### config.mk
export PLATFORM = sky130hd
export DESIGN_NAME = sd_resp_receiver
export DESIGN_NICKNAME = d
export VERILOG_FILES = /design/src/rtl/sd_resp_receiver.sv
export SDC_FILE = /design/constraint.sdc
export NUM_CORES = 1
export LEC_CHECK = 0
export ABC_AREA = 1
export CORE_MARGIN = 2
export CORE_UTILIZATION = 55
export CTS_CLUSTER_DIAMETER = 50
export CTS_CLUSTER_SIZE = 25
export DETAILED_ROUTE_END_ITERATION = 10
export PLACE_DENSITY_LB_ADDON = 0.2
export SETUP_SLACK_MARGIN = 0.15
export SYNTH_ARGS = -nofsm -noshare
export SYNTH_HDL_FRONTEND = slang
export SYNTH_SLANG_ARGS = --single-unit
### constraint.sdc
create_clock -name clk -period 2 [get_ports clk]
set_input_delay 0.4 -clock clk [delete_from_list [all_inputs] [get_ports clk]]
set_output_delay 0.4 -clock clk [all_outputs]
set_load 0.03 [all_outputs]
### src/rtl/sd_resp_receiver.sv
// SD SPI response receiver: finds the R1 start bit within the NCR window, captures R1 and the optional
// 32-bit R3/R7 trailer. Define SD_RESP_BUSY_WAIT_EN to also wait out the R1b busy phase.
module sd_resp_receiver #(
    parameter int unsigned MAX_WAIT = 64,
    parameter int unsigned BUSY_MAX = 65535
) (
    input  logic        clk,
    input  logic        rst,
    input  logic        start,
    input  logic        long_resp,
    input  logic        busy_resp,
    input  logic        bit_en,
    input  logic        miso,
    output logic        busy,
    output logic        resp_valid,
    output logic [7:0]  r1,
    output logic [31:0] payload,
    output logic        timeout
);

    typedef enum logic [2:0] {
        S_IDLE,
        S_WAIT_START,
        S_R1,
        S_PAYLOAD,
        S_BUSY,
        S_DONE
    } state_t;

    localparam logic [7:0] WAIT_LAST = 8'(MAX_WAIT - 1);

    state_t      state_q,      state_d;
    logic [7:0]  wait_cnt_q,   wait_cnt_d;
    logic [5:0]  bit_cnt_q,    bit_cnt_d;
    logic        long_q,       long_d;
    logic [7:0]  r1_q,         r1_d;
    logic [31:0] payload_q,    payload_d;
    logic        timeout_q,    timeout_d;
    logic        busy_q,       busy_d;
    logic        resp_valid_q, resp_valid_d;

`ifdef SD_RESP_BUSY_WAIT_EN
    localparam logic [15:0] BUSY_LAST = 16'(BUSY_MAX - 1);

    logic        busy_resp_q, busy_resp_d;
    logic [15:0] busy_cnt_q,  busy_cnt_d;
`else
    // busy_resp has no function in this build; the name keeps the lint unused check quiet.
    logic unused_busy_resp;
    assign unused_busy_resp = busy_resp;
`endif

    // NOTE: every variable driven here gets its default first, so no path can infer a latch.
    always_comb begin
        state_d      = state_q;
        wait_cnt_d   = wait_cnt_q;
        bit_cnt_d    = bit_cnt_q;
        long_d       = long_q;
        r1_d         = r1_q;
        payload_d    = payload_q;
        timeout_d    = timeout_q;
        busy_d       = busy_q;
        resp_valid_d = 1'b0;
`ifdef SD_RESP_BUSY_WAIT_EN
        busy_resp_d  = busy_resp_q;
        busy_cnt_d   = busy_cnt_q;
`endif

        // busy drops on the edge that ends the resp_valid cycle
        if (resp_valid_q) begin
            busy_d = 1'b0;
        end

        case (state_q)
            S_IDLE: begin
                // busy_q is still set during the resp_valid cycle, which blocks a same-cycle re-arm
                if (start && !busy_q) begin
                    state_d    = S_WAIT_START;
                    long_d     = long_resp;
                    wait_cnt_d = '0;
                    bit_cnt_d  = '0;
                    r1_d       = 8'hFF;
                    payload_d  = '0;
                    timeout_d  = 1'b0;
                    busy_d     = 1'b1;
`ifdef SD_RESP_BUSY_WAIT_EN
                    busy_resp_d = busy_resp;
                    busy_cnt_d  = '0;
`endif
                end
            end

            S_WAIT_START: begin
                if (bit_en) begin
                    if (!miso) begin
                        r1_d      = {r1_q[6:0], 1'b0};
                        bit_cnt_d = 6'd7;
                        state_d   = S_R1;
                    end else if (wait_cnt_q == WAIT_LAST) begin
                        r1_d      = 8'hFF;
                        timeout_d = 1'b1;
                        state_d   = S_DONE;
                    end else begin
                        wait_cnt_d = wait_cnt_q + 8'd1;
                    end
                end
            end

            S_R1: begin
                if (bit_en) begin
                    r1_d = {r1_q[6:0], miso};
                    if (bit_cnt_q == 6'd1) begin
                        if (long_q) begin
                            bit_cnt_d = 6'd32;
                            state_d   = S_PAYLOAD;
`ifdef SD_RESP_BUSY_WAIT_EN
                        end else if (busy_resp_q) begin
                            state_d = S_BUSY;
`endif
                        end else begin
                            state_d = S_DONE;
                        end
                    end else begin
                        bit_cnt_d = bit_cnt_q - 6'd1;
                    end
                end
            end

            S_PAYLOAD: begin
                if (bit_en) begin
                    payload_d = {payload_q[30:0], miso};
                    if (bit_cnt_q == 6'd1) begin
                        state_d = S_DONE;
                    end else begin
                        bit_cnt_d = bit_cnt_q - 6'd1;
                    end
                end
            end

`ifdef SD_RESP_BUSY_WAIT_EN
            S_BUSY: begin
                if (bit_en) begin
                    if (miso) begin
                        state_d = S_DONE;
                    end else if (busy_cnt_q == BUSY_LAST) begin
                        timeout_d = 1'b1;
                        state_d   = S_DONE;
                    end else begin
                        busy_cnt_d = busy_cnt_q + 16'd1;
                    end
                end
            end
`endif

            S_DONE: begin
                resp_valid_d = 1'b1;
                state_d      = S_IDLE;
            end

            default: begin
                state_d = S_IDLE;
            end
        endcase
    end

    // NOTE: sequential state uses non-blocking assignments so every register samples pre-edge values.
    always_ff @(posedge clk) begin
        if (rst) begin
            state_q      <= S_IDLE;
            wait_cnt_q   <= '0;
            bit_cnt_q    <= '0;
            long_q       <= 1'b0;
            r1_q         <= 8'hFF;
            payload_q    <= '0;
            timeout_q    <= 1'b0;
            busy_q       <= 1'b0;
            resp_valid_q <= 1'b0;
`ifdef SD_RESP_BUSY_WAIT_EN
            busy_resp_q  <= 1'b0;
            busy_cnt_q   <= '0;
`endif
        end else begin
            state_q      <= state_d;
            wait_cnt_q   <= wait_cnt_d;
            bit_cnt_q    <= bit_cnt_d;
            long_q       <= long_d;
            r1_q         <= r1_d;
            payload_q    <= payload_d;
            timeout_q    <= timeout_d;
            busy_q       <= busy_d;
            resp_valid_q <= resp_valid_d;
`ifdef SD_RESP_BUSY_WAIT_EN
            busy_resp_q  <= busy_resp_d;
            busy_cnt_q   <= busy_cnt_d;
`endif
        end
    end

    assign busy       = busy_q;
    assign resp_valid = resp_valid_q;
    assign r1         = r1_q;
    assign payload    = payload_q;
    assign timeout    = timeout_q;

`ifndef SYNTHESIS
    a_valid_in_busy : assert property (@(posedge clk) disable iff (rst) resp_valid |-> busy);
    a_valid_pulse   : assert property (@(posedge clk) disable iff (rst) resp_valid |=> !resp_valid);
`endif

endmodule

# Yosys cells after proc, flatten, opt, wreduce, memory -nomap -nowiden
# Cells that the tools add are included.
# op_classes
n_reduce_logical,14
n_mux,42
eq_ne,19
add_sub_neg,2
# op_table
op,n
2-to-1 mux 8 bit,9
2-to-1 mux 32 bit,2
case mux 32 bit (2 select lines),1
2-to-1 mux 6 bit,8
2-to-1 mux 3 bit,9
case mux 6 bit (4 select lines),1
case mux 8 bit (3 select lines),1
"!= test 2 bit, second input constant",11
case mux 8 bit (2 select lines),1
AND reduction 5 bit,3
case mux 3 bit (4 select lines),1
"adder 8 x 1 -> 8 bit, second input constant",1
"equality test 8 x 6 -> 1 bit, second input constant",1
2-to-1 mux 1 bit,8
AND reduction 8 bit,1
AND reduction 7 bit,1
"equality test 3 x 2 -> 1 bit, second input constant",2
"equality test 6 x 1 -> 1 bit, second input constant",1
"!= test 3 bit, second input constant",2
"subtractor 6 x 1 -> 6 bit, second input constant",1
nonzero test 2 bit,2
nonzero test 4 bit,1
"equality test 3 x 1 -> 1 bit, second input constant",1
"equality test 3 bit, second input constant",1
7 further kinds,7
# word_totals
word_cells,86
regBits,61
out_inout_bits,43
inputBits,7

# Depth between registers and ports, before layout
# Gate-level depths: netlist (run 1).
# depth
depth_word,5
depth_mapped,11
ltp_nobuf,10

# Worst setup path after synthesis (run 1)
# Ideal clock, no wire load.
# synth_path
path_kind,input -> register
start,input port bit_en
end,register wait_cnt_q[6]
path_buffers,1
arrival_ns,1.239
t_required_ns,1.868
setup_ns,0.132
cell_stages,8
slack_ns,0.629
path_cell_list,buf_1 nand2_1 nand2_1 inv_1 nor2_1 nand2_2 nand2_1 a21oi_2
# synth_between
elab_chain_cells,2
# synth_rtl
element,line_no,rtl
start: declaration,12,"input logic bit_en,"
!= test 2 bit (no line),--,
AND reduction 5 bit (no line),--,
end signal: assignment,184,wait_cnt_q <= wait_cnt_d;
end: declaration,33,"logic [7:0] wait_cnt_q, wait_cnt_d;"
# Every way passes these cells.
# A chain may end at the register's enable or synchronous reset.

# Final worst setup path (run 1)
# layout_path
start,register payload_q[27] (netlist: payload[27])
end,output port payload[27]
# layout_rtl
element,line_no,rtl
start: declaration,37,"logic [31:0] payload_q, payload_d;"
start signal: assignment,188,payload_q <= payload_d;
end: declaration,17,"output logic [31:0] payload,"
# No word-level cell between the ends.

==> metrics.yaml, run 1 <==
crit_chain: "clkdlybuf4s50_1"
worst_setup_path_start_kind: "flop"
crit_required_ns: 1.60
min_from: "r1[7]"
diodes: 0
die-area_um2: 6043
wire_per_inst_um: 12.70
p_leak_uw: 0.001485
synth_warnings: 0
final_common_cell: "nand2_1"
tns_ns: 0
seqCellArea_um2: 1221
hold_viol: 0
drt_wl_total_um: 6834
cts_sinks: 61
dpl.hpwl_um: 4637
fmax_ghz: 0.5579
initial_utilization: 0.5781
synth.largest_area_cell: "dfxtp_1"
multi_input_area_um2: 1573
grt_max_degree: 35
r2r_slack_ns: 0.37
drive_above_1_share: 0.1282
fin_crit_sh: 0.8963
synth_edf_count: 0
setup_slack_ns: 0.2074
slew_violations: 0
dpl_worst_slack_ns: 0.1661
setup_violations: 0
io_buffers: 48
clk_latency_ns: 0.34
fillerInstances: 416
cp_slowest_cell: "clkdlybuf4s50_1"
numCtsBuffers: 9
postSynthCellCount: 417
slew_headroom: 0.7199
synth_seq_cells: 61
io_pins: 50
synth_area_um2: 2990
synth-main-ff-cell: "dfxtp_1"
finClkSkew_ns: 0.008846
yosysTopAreaCellShare: 0.4084
avgViaCountPerCell: 5.375
htreeDepth: 3
ant_nets: 0
end_kind: "output pin"
critPathLaunch: "payload[27]"
cp_max_fo: 3
clockRootBuffer: "clkbuf_8"
synth_nets: 427
peakVddDrop_mv: 0.7277
tightest_slew_ns: 0.4197
postSynthAreaPerCell_um2: 7.171
antenna_found_initial: 0
grt_usage: 0.2448
cts_tree: "done"
max-cap-violations: 0
final_nets: 476
min_path_type: "flop to flop"
area_delta_synth_final_pct: 24.27
power-per-cell-area_nw_per_um2: 1364
rsz0062_at_grt: "false"
core_area_um2: 5172
path_clk_slew_ns: 0.07
most-common-layout-cells: "nand2_1 (91), nand3_1 (88), dfxtp_1 (61)"
grt_pass1_wl_um: 11900
grt-ovfl-total: 0
drt-initial-drc-count: 163
period_needed_ns: 1.793
vias: 2892
arrival_ns: 1.39
outcome: "finished, final reports clean"
cp_top_family: "buffers and inverters"
crit_type: "flop to output pin"
drc_errors: 0
grt_pass1_vias: 2772
die_w_um: 77.74
clk_path_buf_depth: 2
num_rows: 26
cp_num_buf_inv: 1
drt_first_pass_iters: 4
cts_hold_buf: 0
synth-async-reset-ratio: 0
gp_congestion: 0.8204
synth.distinct_cells: 28
seq_area_frac_synth: 0.4084
max_stage_delay_ns: 0.69
die_h_um: 77.74
synth_area_leaders: "dfxtp_1 (41%), nand3_1 (15%), nand2_1 (11%)"
r2r-start: "state_q[0]"
final timing paths:
check | to | depth (start not counted)
min | r1[7] | 2
min reg2reg | r1[7] | 2
max | payload[27] | 1
max reg2reg | r1[1] | 6
routing by layer:
metal,part of all wire,vias to the layer above,track usage
li1,-,1472,-
met1,0.44,1315,0.2813
met2,0.48,88,0.4026
met3,0.051,17,0.07093
met4,0.028,0,0.1446
met5,0,-,0
kinds of logic (layout without fill, tap and decap cells):
family / after synthesis / after routing / share of synthesized area
XOR/XNOR: 4 / 4 / 0.01171
AO/OA/AOI/OAI: 55 / 55 / 0.09958
buffers and inverters: 46 / 97 / 0.06569
adder cells (fa/ha/maj): 3 / 3 / 0.01255
AND/OR/NAND/NOR: 248 / 248 / 0.4021
flip-flops: 61 / 61 / 0.4084
final cells by class:
cell class / count / share of cell area
multi-input cells: 310 / 0.4232
flip-flops and latches: 61 / 0.3286
repair buffers: 59 / 0.1582
clock buffers: 10 / 0.03704
inverters: 25 / 0.02525
well taps: 70 / 0.02357
clock inverters: 3 / 0.004040
sequential cells by signal (all words and copies together), names as in the netlist:
name        flops
payload        32
state_q         3
r1              8
timeout         1
bit_cnt_q       6
resp_valid      1
long_q          1
busy            1
wait_cnt_q      8
cells in the mapped netlist (5+ instances only):
cell,count
a21oi_1,42
a21oi_2,5
buf_2,7
clkbuf_1,9
dfxtp_1,61
inv_1,21
nand2_1,91
nand2_2,8
nand3_1,88
nor2_1,31
nor2_2,6
or2_0,7
per-stage QoR:
stage,instances,hold WS (ns),power [µW],utilization,area (µm²)
after CTS,538,0.4659,5102,0.7160,3704
after detailed placement,525,0.4498,4187,0.6865,3551
after global placement,525,0.4409,4121,0.6865,3551
after floorplan,417,0.4363,3572,-,2990
final,538,0.4601,5069,0.7184,3716
after global routing,538,0.4789,5485,0.7184,3716
power breakdown:
part	internal, µW	switching [µW]
combinational	887	1640
clock	455	460
sequential	1430	196
what timing repair did:
| action | CTS | global route |
|---|---|---|
| gates resized for setup | 0 | 5 |
| setup endpoints to repair | 0 | 5 |
| endpoints found under the hold margin | 0 | 0 |
| setup buffers | 0 | 0 |
(Power assumes the default switching activity.)
==> inputs of run 2 (changes only) <==
--- a/config.mk
+++ b/config.mk
@@ -12,6 +12,7 @@
 export CTS_CLUSTER_SIZE = 25
 export DETAILED_ROUTE_END_ITERATION = 10
 export PLACE_DENSITY_LB_ADDON = 0.2
+export RECOVER_POWER = 100
 export SETUP_SLACK_MARGIN = 0.15
 export SYNTH_ARGS = -nofsm -noshare
 export SYNTH_HDL_FRONTEND = slang
==> run 2 against run 1 <==
  * Final cell count stayed put
  * Clock skew up 0.00090 ns
  * Via count about the same
  * Non-clock buffer count is the same
  * Largest power group unchanged
  * Total power is 2.6% lower
  * Critical path depth is the same
  * Global-route usage unchanged
  * Sequential share of layout area is 0.93 points higher
==> metrics.yaml, run 2 (synthesized netlist as in run 1, its figures left out) <==
ant_nets: 0  # unchanged
cp_num_buf_inv: 1  # unchanged
crit_chain: "dlygate4sd3_1"
io_buffers: 48  # unchanged
drt-initial-drc-count: 168  # +3.1%
clockRootBuffer: "clkbuf_8"
die-area_um2: 6043  # unchanged
slew_violations: 0  # unchanged
p_int_uw: 2690  # -2.9%
max_stage_delay_ns: 0.76  # +0.07 ns
grt_max_degree: 35  # unchanged
setup_violations: 0  # unchanged
io_pins: 50  # unchanged
seq_power_share: 0.327  # +0.007
timing.hold.ws_ns: 0.4551  # -0.005045 ns
post_cts_buffers: 0  # unchanged
finClkSkew_ns: 0.009751  # +0.0009046 ns
hold_viol: 0  # unchanged
power-per-cell-area_nw_per_um2: 1366  # +0.15%
max-cap-violations: 0  # unchanged
dpl_worst_slack_ns: 0.1661  # unchanged
vias: 2893  # +0.035%
slew_headroom: 0.5775  # -0.1424
wire_per_inst_um: 12.73  # +0.23%
dpl.hpwl_um: 4637  # unchanged
arrival_ns: 1.46  # +0.07 ns
cp_top_family: "buffers and inverters"
htreeDepth: 3  # unchanged
switching_share: 0.4552  # +0.001490
cts_sinks: 61  # unchanged
critPathLaunch: "payload[23]"
num_rows: 26  # unchanged
cts_hold_buf: 0  # unchanged
final_common_cell: "nand2_1"
tns_ns: 0  # unchanged
cp_max_fo: 3  # unchanged
path_clk_slew_ns: 0.06  # about the same
period_needed_ns: 1.857  # +0.06447 ns
numCtsBuffers: 9  # unchanged
rsz0062_at_grt: "false"
initial_utilization: 0.5781  # unchanged
antenna_found_initial: 0  # unchanged
fmax_ghz: 0.5385  # -3.5%
grt-ovfl-total: 0  # unchanged
worst_setup_path_start_kind: "flop"
tightest_slew_ns: 0.6337  # +0.2140 ns
die_h_um: 77.74  # unchanged
diodes: 0  # unchanged
power.share.clock: 0.184  # +0.003
grt_usage: 0.2448  # unchanged
min_path_type: "flop to flop"
most-common-layout-cells: "nand2_1 (93), nand3_1 (89), dfxtp_1 (61)"
min_from: "r1[7]"
p_comb_frac: 0.489  # -0.010
drc_errors: 0  # unchanged
peakVddDrop_mv: 0.6864  # -5.7%
cp_slowest_cell: "dlygate4sd3_1"
outcome: "finished, final reports clean"
r2r-start: "state_q[2]"
p_leak_uw: 0.001452  # -2.2%
crit_type: "flop to output pin"
die_w_um: 77.74  # unchanged
grt_pass1_wl_um: 11900  # unchanged
fin_crit_sh: 0.9285  # +0.03224
cts_resized: 0  # unchanged
area_delta_synth_final_pct: 20.84
clk_latency_ns: 0.34  # about the same
largest_register_ffs: 32  # unchanged
end_kind: "output pin"
netSwitchingPower_uw: 2247  # -2.3%
drive_above_1_share: 0.1068  # -0.02137
setup_slack_ns: 0.1430  # -0.06448 ns
drt_wl_total_um: 6850  # +0.23%
crit_required_ns: 1.60  # about the same
gp_congestion: 0.8204  # unchanged
clk_path_buf_depth: 2  # unchanged
final_nets: 476  # unchanged
grt_pass1_vias: 2772  # unchanged
p_total_uw: 4937  # -2.6%
cts_tree: "done"
core_area_um2: 5172  # unchanged
avgViaCountPerCell: 5.377  # about the same
drt_first_pass_iters: 4  # unchanged
## run 2: changes by cell type in the layout (fill, tap and decap cells not counted), sizes merged
cell and delta:
clkdlybuf4s50 -38, dlygate4sd3 +38, clkbuf +7, dlymetal6s2s -5, buf -2
## run 2: path summary, 6_finish.rpt
kind / endpoint / slack, ns / cells past startpoint
max: payload[23] / 0.14 / 1
min: r1[7] / 0.46 / 2
max reg2reg: payload[5] / 0.26 / 7
min reg2reg: r1[7] / 0.46 / 2
## run 2: per-stage QoR
step                        util  area (µm²)  instances
final                     0.6986        3613        538
after floorplan                -        2990        417
after global routing      0.6986        3613        538
after CTS                 0.7160        3704        538
after detailed placement  0.6865        3551        525
after global placement    0.6865        3551        525
## run 2: final cells by class
cell class | count | area [µm²]
Clock buffer | 10 | 137.6
Multi-Input combinational cell | 310 | 1535
Tap cell | 70 | 87.58
Timing Repair Buffer | 59 | 523.0
Clock inverter | 3 | 15.01
Fill cell | 440 | 1559
Inverter | 25 | 93.84
Sequential cell | 61 | 1221
## run 2: power by group through the flow
stage	clock, µW	sequential [µW]	combinational (µW)
global route	984	1650	2730
floorplan	0	1780	1790
finish	909	1620	2410
CTS	933	1620	2550
detailed placement	0	1650	2540
global placement	0	1640	2480
## run 2: metal layers
layer / wire [µm] / up-vias / global-route usage
met5: 0 / - / 0
met4: 145 / 0 / 0.1446
met3: 309 / 13 / 0.07093
met2: 3342 / 73 / 0.4026
met1: 3053 / 1335 / 0.2813
li1: - / 1472 / -
==> inputs of run 3 (changes only) <==
--- a/config.mk
+++ b/config.mk
@@ -7,8 +7,8 @@
 export LEC_CHECK = 0
 export ABC_AREA = 1
 export CORE_MARGIN = 2
-export CORE_UTILIZATION = 55
-export CTS_CLUSTER_DIAMETER = 50
+export CORE_UTILIZATION = 57
+export CTS_CLUSTER_DIAMETER = 200
 export CTS_CLUSTER_SIZE = 25
 export DETAILED_ROUTE_END_ITERATION = 10
 export PLACE_DENSITY_LB_ADDON = 0.2
@@ -17,3 +17,4 @@
 export SYNTH_ARGS = -nofsm -noshare
 export SYNTH_HDL_FRONTEND = slang
 export SYNTH_SLANG_ARGS = --single-unit
+export TNS_END_PERCENT = 100
==> run 3 against run 2 <==
  * First-iteration DRC count decreased by 21%
  * Global-route usage is essentially flat
  * Critical path type unchanged
  * Non-clock buffer count fell by 2
  * Critical endpoint is now payload[30]
  * Utilization up 3.3 points
  * Highest routed layer unchanged
  * Via count is 1.5% higher
==> metrics.yaml, run 3 (synthesized netlist as in run 1, its figures left out) <==
max-cap-violations: 0  # unchanged
grt_max_degree: 41  # +17%
cts_tree: "done"
finalNonFillerCells: 539  # +0.19%
min_path_type: "flop to flop"
cp_num_buf_inv: 1  # unchanged
p_leak_uw: 0.001510  # +4.0%
clk_path_buf_depth: 2  # unchanged
num_rows: 26  # unchanged
max_stage_delay_ns: 0.76  # about the same
crit_required_ns: 1.60  # about the same
tns_ns: 0  # unchanged
tightest_slew_ns: 0.8247  # +0.1910 ns
grt_usage: 0.2453  # +0.0004613
end_kind: "output pin"
regToRegEndpoint: "r1[1]"
outcome: "finished, final reports clean"
r2r-start: "state_q[0]"
diodes: 0  # unchanged
hold_viol: 0  # unchanged
min_from: "r1[7]"
cp_slowest_cell: "dlygate4sd3_1"
drive_above_1_share: 0.1023  # -0.004492
post_cts_buffers: 0  # unchanged
io_buffers: 48  # unchanged
io_pins: 50  # unchanged
ant_nets: 0  # unchanged
arrival_ns: 1.46  # about the same
period_needed_ns: 1.865  # +0.007682 ns
cts_hold_buf: 0  # unchanged
crit_chain: "dlygate4sd3_1"
largest_register_ffs: 32  # unchanged
initial_utilization: 0.5893  # +0.01112
gp_congestion: 0.8536  # +4.0%
rsz0062_at_grt: "false"
core_area_um2: 5075  # -1.9%
crit_type: "flop to output pin"
clockRootBuffer: "clkbuf_8"
finClkSkew_ns: 0.008993  # -0.0007572 ns
final_nets: 474  # -0.42%
final_common_cell: "nand2_1"
cts_resized: 0  # unchanged
placed_cells: 523  # -0.38%
grt-ovfl-total: 0  # unchanged
drt-initial-drc-count: 132  # -21%
most-common-layout-cells: "nand2_1 (93), nand3_1 (89), dfxtp_1 (61)"
drc_errors: 0  # unchanged
clk_latency_ns: 0.33  # about the same
numCtsBuffers: 9  # unchanged
area_delta_synth_final_pct: 24.10
fin_crit_sh: 0.9324  # +0.003841
worst_setup_path_start_kind: "flop"
setup_slack_ns: 0.1353  # -0.007682 ns
vias: 2937  # +1.5%
grt_pass1_wl_um: 11790  # -0.87%
peakVddDrop_mv: 0.6746  # -1.7%
dpl_worst_slack_ns: 0.1453  # -0.02089 ns
setup_violations: 0  # unchanged
antenna_found_initial: 0  # unchanged
hold_depth: 2  # unchanged
fmax_ghz: 0.5363  # -0.41%
power-per-cell-area_nw_per_um2: 1418  # +3.8%
cts_sinks: 61  # unchanged
drt_wl_total_um: 6943  # +1.4%
cp_top_family: "buffers and inverters"
path_clk_slew_ns: 0.07  # about the same
avgViaCountPerCell: 5.449  # +1.3%
drt_first_pass_iters: 5  # +1
die_h_um: 76.43  # -1.7%
cp_max_fo: 3  # unchanged
die-area_um2: 5842  # -3.3%
hold_path_end: "r1[7]"
grt_pass1_vias: 2776  # +0.14%
wire_per_inst_um: 12.88  # +1.2%
dpl.hpwl_um: 4480  # -3.4%
slew_headroom: 0.4502  # -0.1273
r2r_cells: 6  # -1
slew_violations: 0  # unchanged
r2r_slack_ns: 0.19  # -0.07 ns
htreeDepth: 3  # unchanged
die_w_um: 76.43  # -1.7%
## run 3: cell count changes in the layout (fill, tap and decap cells not counted), moves of 2 or more
cell / delta
buf_12: +2
dlygate4sd3_1: +6
clkbuf_1: -4
buf_4: -2
bufinv_16: +2
## run 3: routing by layer
layer | track usage | up-vias | part of all wire
li1 | - | 1477 | -
met1 | 0.2903 | 1369 | 0.43
met2 | 0.4150 | 80 | 0.49
met3 | 0.06991 | 11 | 0.063
met4 | 0.1055 | 0 | 0.017
met5 | 0 | - | 0
## run 3: through the flow
stage,power [µW],utilization,area [µm²],hold WS (ns)
3_3_place_gp,4139,0.7017,3561,0.4390
3_5_place_dp,4191,0.7017,3561,0.4415
4_1_cts,5395,0.7424,3767,0.4584
6_report,5262,0.7313,3711,0.4503
2_1_floorplan,3572,-,2990,0.4363
5_1_grt,5670,0.7313,3711,0.4862
## run 3: final cells by class
cell class,count,area (µm²)
clock buffer,11,131.4
inverter,25,93.84
fill,443,1364
tap,70,87.58
clock inverter,5,75.07
multi-input combinational,310,1531
timing repair buffer,57,570.5
sequential,61,1221
## run 3: worst max path at each step
stage	start	slack, ns	depth (start not counted)	endpoint
after floorplan	bit_en	0.63	8	wait_cnt_q[6]
after global placement	miso	0.18	8	wait_cnt_q[2]
after detailed placement	miso	0.15	8	r1[2]
after CTS	payload[30]	0.19	1	payload[30]
after global routing	state_q[0]	0.09	6	r1[2]
final	payload[30]	0.14	1	payload[30]
## run 3: report_power, final
group	switching [µW]	leakage, µW	internal [µW]
combinational	1630	0.000908	840
clock	474	0.000107	696
sequential	191	0.000495	1430
total	2300	0.00151	2960
